[src/rtl/uart_tx_sched.sv]
// Two-requester round-robin UART transmitter: 8N1 frames (8E1 when UART_TX_PARITY_EN is defined).
// Owns the bit-period counter and the frame FSM; ready is combinational, tx/busy are registered.
module uart_tx_sched #(
  parameter int CLKS_PER_BIT = 5208,
  parameter int CNT_W        = 21
) (
  input  logic       clk,
  input  logic       rst,
  input  logic       req0_valid,
  input  logic [7:0] req0_data,
  output logic       req0_ready,
  input  logic       req1_valid,
  input  logic [7:0] req1_data,
  output logic       req1_ready,
  output logic       tx,
  output logic       busy,
  output logic       grant_id
);

`ifdef UART_TX_PARITY_EN
  typedef enum logic [2:0] {IDLE, START, DATA, PARITY, STOP} state_t;
`else
  typedef enum logic [1:0] {IDLE, START, DATA, STOP} state_t;
`endif

  localparam logic [CNT_W-1:0] CNT_MAX = CNT_W'(CLKS_PER_BIT - 1);

  state_t           state;
  logic [CNT_W-1:0] cnt;
  logic [2:0]       bit_idx;
  logic [7:0]       shreg;
  logic             last_grant;
`ifdef UART_TX_PARITY_EN
  logic             par;
`endif

  logic       idle, pick0, pick1, accept, bit_end;
  logic [7:0] acc_data;

  // With both requesters valid, the one not served last wins.
  assign idle       = (state == IDLE);
  assign pick0      = req0_valid & (~req1_valid | last_grant);
  assign pick1      = req1_valid & (~req0_valid | ~last_grant);
  assign req0_ready = idle & ~rst & pick0;
  assign req1_ready = idle & ~rst & pick1;
  assign accept     = req0_ready | req1_ready;
  assign acc_data   = req1_ready ? req1_data : req0_data;
  assign bit_end    = (cnt == CNT_MAX);

  always_ff @(posedge clk) begin
    if (rst) begin
      state      <= IDLE;
      cnt        <= '0;
      bit_idx    <= '0;
      shreg      <= '0;
      last_grant <= 1'b1;
      grant_id   <= 1'b0;
      tx         <= 1'b1;
      busy       <= 1'b0;
`ifdef UART_TX_PARITY_EN
      par        <= 1'b0;
`endif
    end else begin
      if (!idle) cnt <= bit_end ? '0 : cnt + CNT_W'(1);
      case (state)
        IDLE: if (accept) begin
          state      <= START;
          cnt        <= '0;
          bit_idx    <= '0;
          shreg      <= acc_data;
          grant_id   <= req1_ready;
          last_grant <= req1_ready;
          tx         <= 1'b0;
          busy       <= 1'b1;
`ifdef UART_TX_PARITY_EN
          par        <= ^acc_data;
`endif
        end
        START: if (bit_end) begin
          state <= DATA;
          tx    <= shreg[0];
          shreg <= shreg >> 1;
        end
        DATA: if (bit_end) begin
          if (bit_idx == 3'd7) begin
            bit_idx <= '0;
`ifdef UART_TX_PARITY_EN
            state   <= PARITY;
            tx      <= par;
`else
            state   <= STOP;
            tx      <= 1'b1;
`endif
          end else begin
            bit_idx <= bit_idx + 3'd1;
            tx      <= shreg[0];
            shreg   <= shreg >> 1;
          end
        end
`ifdef UART_TX_PARITY_EN
        PARITY: if (bit_end) begin
          state <= STOP;
          tx    <= 1'b1;
        end
`endif
        STOP: if (bit_end) begin
          state <= IDLE;
          tx    <= 1'b1;
          busy  <= 1'b0;
        end
        default: state <= IDLE;
      endcase
    end
  end

endmodule
[config.mk]
export PLATFORM = sky130hd
export DESIGN_NAME = uart_tx_sched
export DESIGN_NICKNAME = d
export VERILOG_FILES = /design/src/rtl/uart_tx_sched.sv
export SDC_FILE = /design/constraint.sdc
export NUM_CORES = 1
export LEC_CHECK = 0
export BUFFER_PORTS_ARGS = -buffer_cell sky130_fd_sc_hd__buf_2
export CAP_MARGIN = 10
export CELL_PAD_IN_SITES_DETAIL_PLACEMENT = 0
export CELL_PAD_IN_SITES_GLOBAL_PLACEMENT = 1
export CORE_MARGIN = 4
export CORE_UTILIZATION = 30
export DETAILED_ROUTE_END_ITERATION = 16
export GPL_TIMING_DRIVEN = 0
export PLACE_DENSITY_LB_ADDON = 0.1
export SLEW_MARGIN = 20
export SYNTH_ARGS = -nofsm -noshare
export SYNTH_HDL_FRONTEND = slang
export SYNTH_SLANG_ARGS = --single-unit
[constraint.sdc]
create_clock -name clk -period 2.2 [get_ports clk]
set_input_delay 0.44 -clock clk [delete_from_list [all_inputs] [get_ports clk]]
set_output_delay 0.44 -clock clk [all_outputs]
set_load 0.005 [all_outputs]
==> impl_metrics.env <==
export IMPL_layout_drive_gt1_share_pct=20.5
export IMPL_whs_ns=0.457
export IMPL_die_h_um=92.7
export IMPL_cts_tree="yes"
export IMPL_slew_headroom_pct=55.1
export IMPL_finalHoldViolations=0
export IMPL_status="finished, final reports clean"
export IMPL_drt_iter0_drc=80
export IMPL_clk_latency_ns=0.30
export IMPL_ys_ff_latch=38
export IMPL_cts_reportedPaths_clkPinSlew_ns=0.08
export IMPL_synth_area_per_cell_um2=8.53
export IMPL_cp_start_kind="register"
export IMPL_grt_ovfl_total=0
export IMPL_power_leakage_nw=0.978
export IMPL_synth_distinct_cells=46
export IMPL_critical_path_max_fanout=6
export IMPL_ys_seq_area_share_pct=35.4
export IMPL_grt_pass1_wl_um=9410
export IMPL_yosys_warnings=0
export IMPL_dr_pass1_iters=4
export IMPL_hold_buffers=0
export IMPL_regArea_um2=761
export IMPL_crit_arrival_ns=2.28
export IMPL_vias=1937
export IMPL_hold_path_class="reg -> reg"
export IMPL_cts_buffer_depth=2
export IMPL_slew_violations=0
export IMPL_fin_crit_ns=2.10
export IMPL_area_delta_synth_final_pct=19.7
export IMPL_wl_per_cell_um=14.7
export IMPL_tightest_slew_ns=0.669
export IMPL_multi_input_area_mm2=0.00140
export IMPL_synth_top_area_share_pct=35.4
export IMPL_synth_flop_cell="dfxtp_1"
export IMPL_cts_buffers=5
export IMPL_cap_violations=0
export IMPL_ir_drop_uv=371
export IMPL_path_class="reg -> reg"
export IMPL_grt_max_degree=12
export IMPL_syn_area_mm2=0.00215
export IMPL_root_buffer="clkbuf_8"
export IMPL_grt_pass1_vias=1838
export IMPL_ios=25
export IMPL_core_mm2=0.00687
export IMPL_chipWidth_um=92.7
export IMPL_drc=0
export IMPL_ys_top_cells_by_area="dfxtp_1 (35%), mux2i_1 (5.6%), nand3_1 (4.9%)"
export IMPL_antenna_found_initial=0
export IMPL_synthArstFlopShare_pct=0
export IMPL_finalSetupViolations=0
export IMPL_drt_total_wl_um=5570
export IMPL_fill_cells=715
export IMPL_finClkSkew_ns=0.00549
export IMPL_netlist_top_cell_by_area="dfxtp_1"
export IMPL_hpwl_um=4000
export IMPL_fin_nets=310
export IMPL_diodes=0
export IMPL_clock_sinks=38
export IMPL_num_rows=30
export IMPL_post_route_util_pct=37.5
export IMPL_grt_usage_pct=13.9
export IMPL_fin_crit_sh_pct=95.4
export IMPL_die_area_mm2=0.00859
export IMPL_initial_core_util_pct=31.3
export IMPL_synth_edff_count=0
export IMPL_critPathCaptureType="register"
export IMPL_htree_num_levels=2
export IMPL_synth_nets=280
export IMPL_routabilityCongestion=0.737
export IMPL_portBuffers=23
export IMPL_grt_setup_unrepaired="no"
export IMPL_ant_nets=0
export IMPL_power_per_cell_area_mw_per_mm2=944
export IMPL_fmax_mhz=476
export IMPL_vias_per_cell=5.11
export IMPL_cp_required_ns=2.38
export IMPL_synthCells=252
## state kept, by name, summed over array words and instances (netlist names)
register,flops
cnt,21
grant_id,1
last_grant,1
busy,1
bit_idx,3
shreg,8
tx,1
state,2
## per-layer routing
| metal | routed length (um) | GRT usage [%] | share of wire [%] |
|---|---|---|---|
| met5 | 0 | 0 | 0 |
| met4 | 54 | 4.40 | 0.97 |
| met3 | 272 | 2.92 | 4.9 |
| met2 | 2400 | 21.3 | 43 |
| met1 | 2850 | 19.5 | 51 |
## placed cells by master, fill, tap and decap left out, drive strengths merged, types with 4 or more instances in the layout
cell type	count
a21oi	15
a31oi	12
a41oi	4
and2	5
and3	8
and4	4
buf	28
clkbuf	13
dfxtp	38
ha	8
inv	7
mux2	7
mux2i	12
nand2	26
nand2b	4
nand3	21
nor2	10
o21ai	19
or3	4
## worst max-delay path, cell delays in order (launching register included)
cell      delay, ns
dfxtp_1        0.37
or4b_4         0.61
nor4_4         0.33
a211oi_2       0.15
and3_1         0.21
or3_1          0.33
## where the power goes
group	internal, W	switching (W)	total [W]	leakage (nW)
Combinational	0.000424	0.000601	0.00103	0.621
Clock	0.000254	0.000268	0.000522	0.0482
Sequential	0.000806	0.0000781	0.000884	0.309
## cell usage after synthesis (3+ instances only)
library cell / instances
dfxtp_1: 38
nand2_1: 26
nand3_1: 21
a21oi_1: 14
o21ai_1: 13
a31oi_1: 12
mux2i_1: 12
nor2_1: 10
and3_1: 8
ha_1: 8
clkbuf_1: 7
inv_1: 7
mux2_2: 7
o21ai_0: 6
and2_1: 5
a41oi_1: 4
and4_1: 4
nand2b_1: 4
or3_1: 4
a211oi_1: 3
a22o_1: 3
nor3b_1: 3
xnor2_1: 3
## area by class of cell
cell class | instances | share of cell area, %
Tap cell | 96 | 4.66
Clock inverter | 1 | 0.194
Timing Repair Buffer | 24 | 4.76
Sequential cell | 38 | 29.5
Clock buffer | 7 | 3.35
Inverter | 7 | 1.02
Multi-Input combinational cell | 196 | 54.4
Buffer | 10 | 2.09
## logic make-up after synthesis
family / count (synthesis) / synth area share [%]
AND/OR/NAND/NOR: 104 / 28.2
AO/OA/AOI/OAI: 61 / 17.3
flip-flops: 38 / 35.4
multiplexers: 19 / 9.25
buffers and inverters: 18 / 3.61
adder cells (fa/ha/maj): 8 / 4.65
XOR/XNOR: 4 / 1.63
## per-stage QoR
stage	std cells	power [W]	instance area (um^2)	setup slack, ns	TNS, ns
2_1_floorplan	252	0.00156	2150	0.193	0
3_3_place_gp	371	0.00184	2390	-0.158	-1.67
3_5_place_dp	371	0.00183	2390	-0.133	-1.04
4_1_cts	380	0.00239	2510	0.0187	0
5_1_grt	379	0.00263	2570	0.00880	0
6_report	379	0.00243	2570	0.101	0
## repair_timing
action                                  in CTS  in global routing
endpoints found under the setup margin      22                 27
resized for setup                            5                 15
buffers inserted                             1                  0
pin swaps                                    1                  3
## path summary, 6_finish.rpt
kind              slack [ns]  cells after the start     start  endpoint
setup / recovery        0.10                      5    cnt[8]    cnt[7]
hold / removal          0.46                      2  shreg[7]  shreg[7]
setup reg to reg        0.10                      5    cnt[8]    cnt[7]
hold reg to reg         0.46                      2  shreg[7]  shreg[7]
No activity file was read; power rests on OpenSTA's default activity.
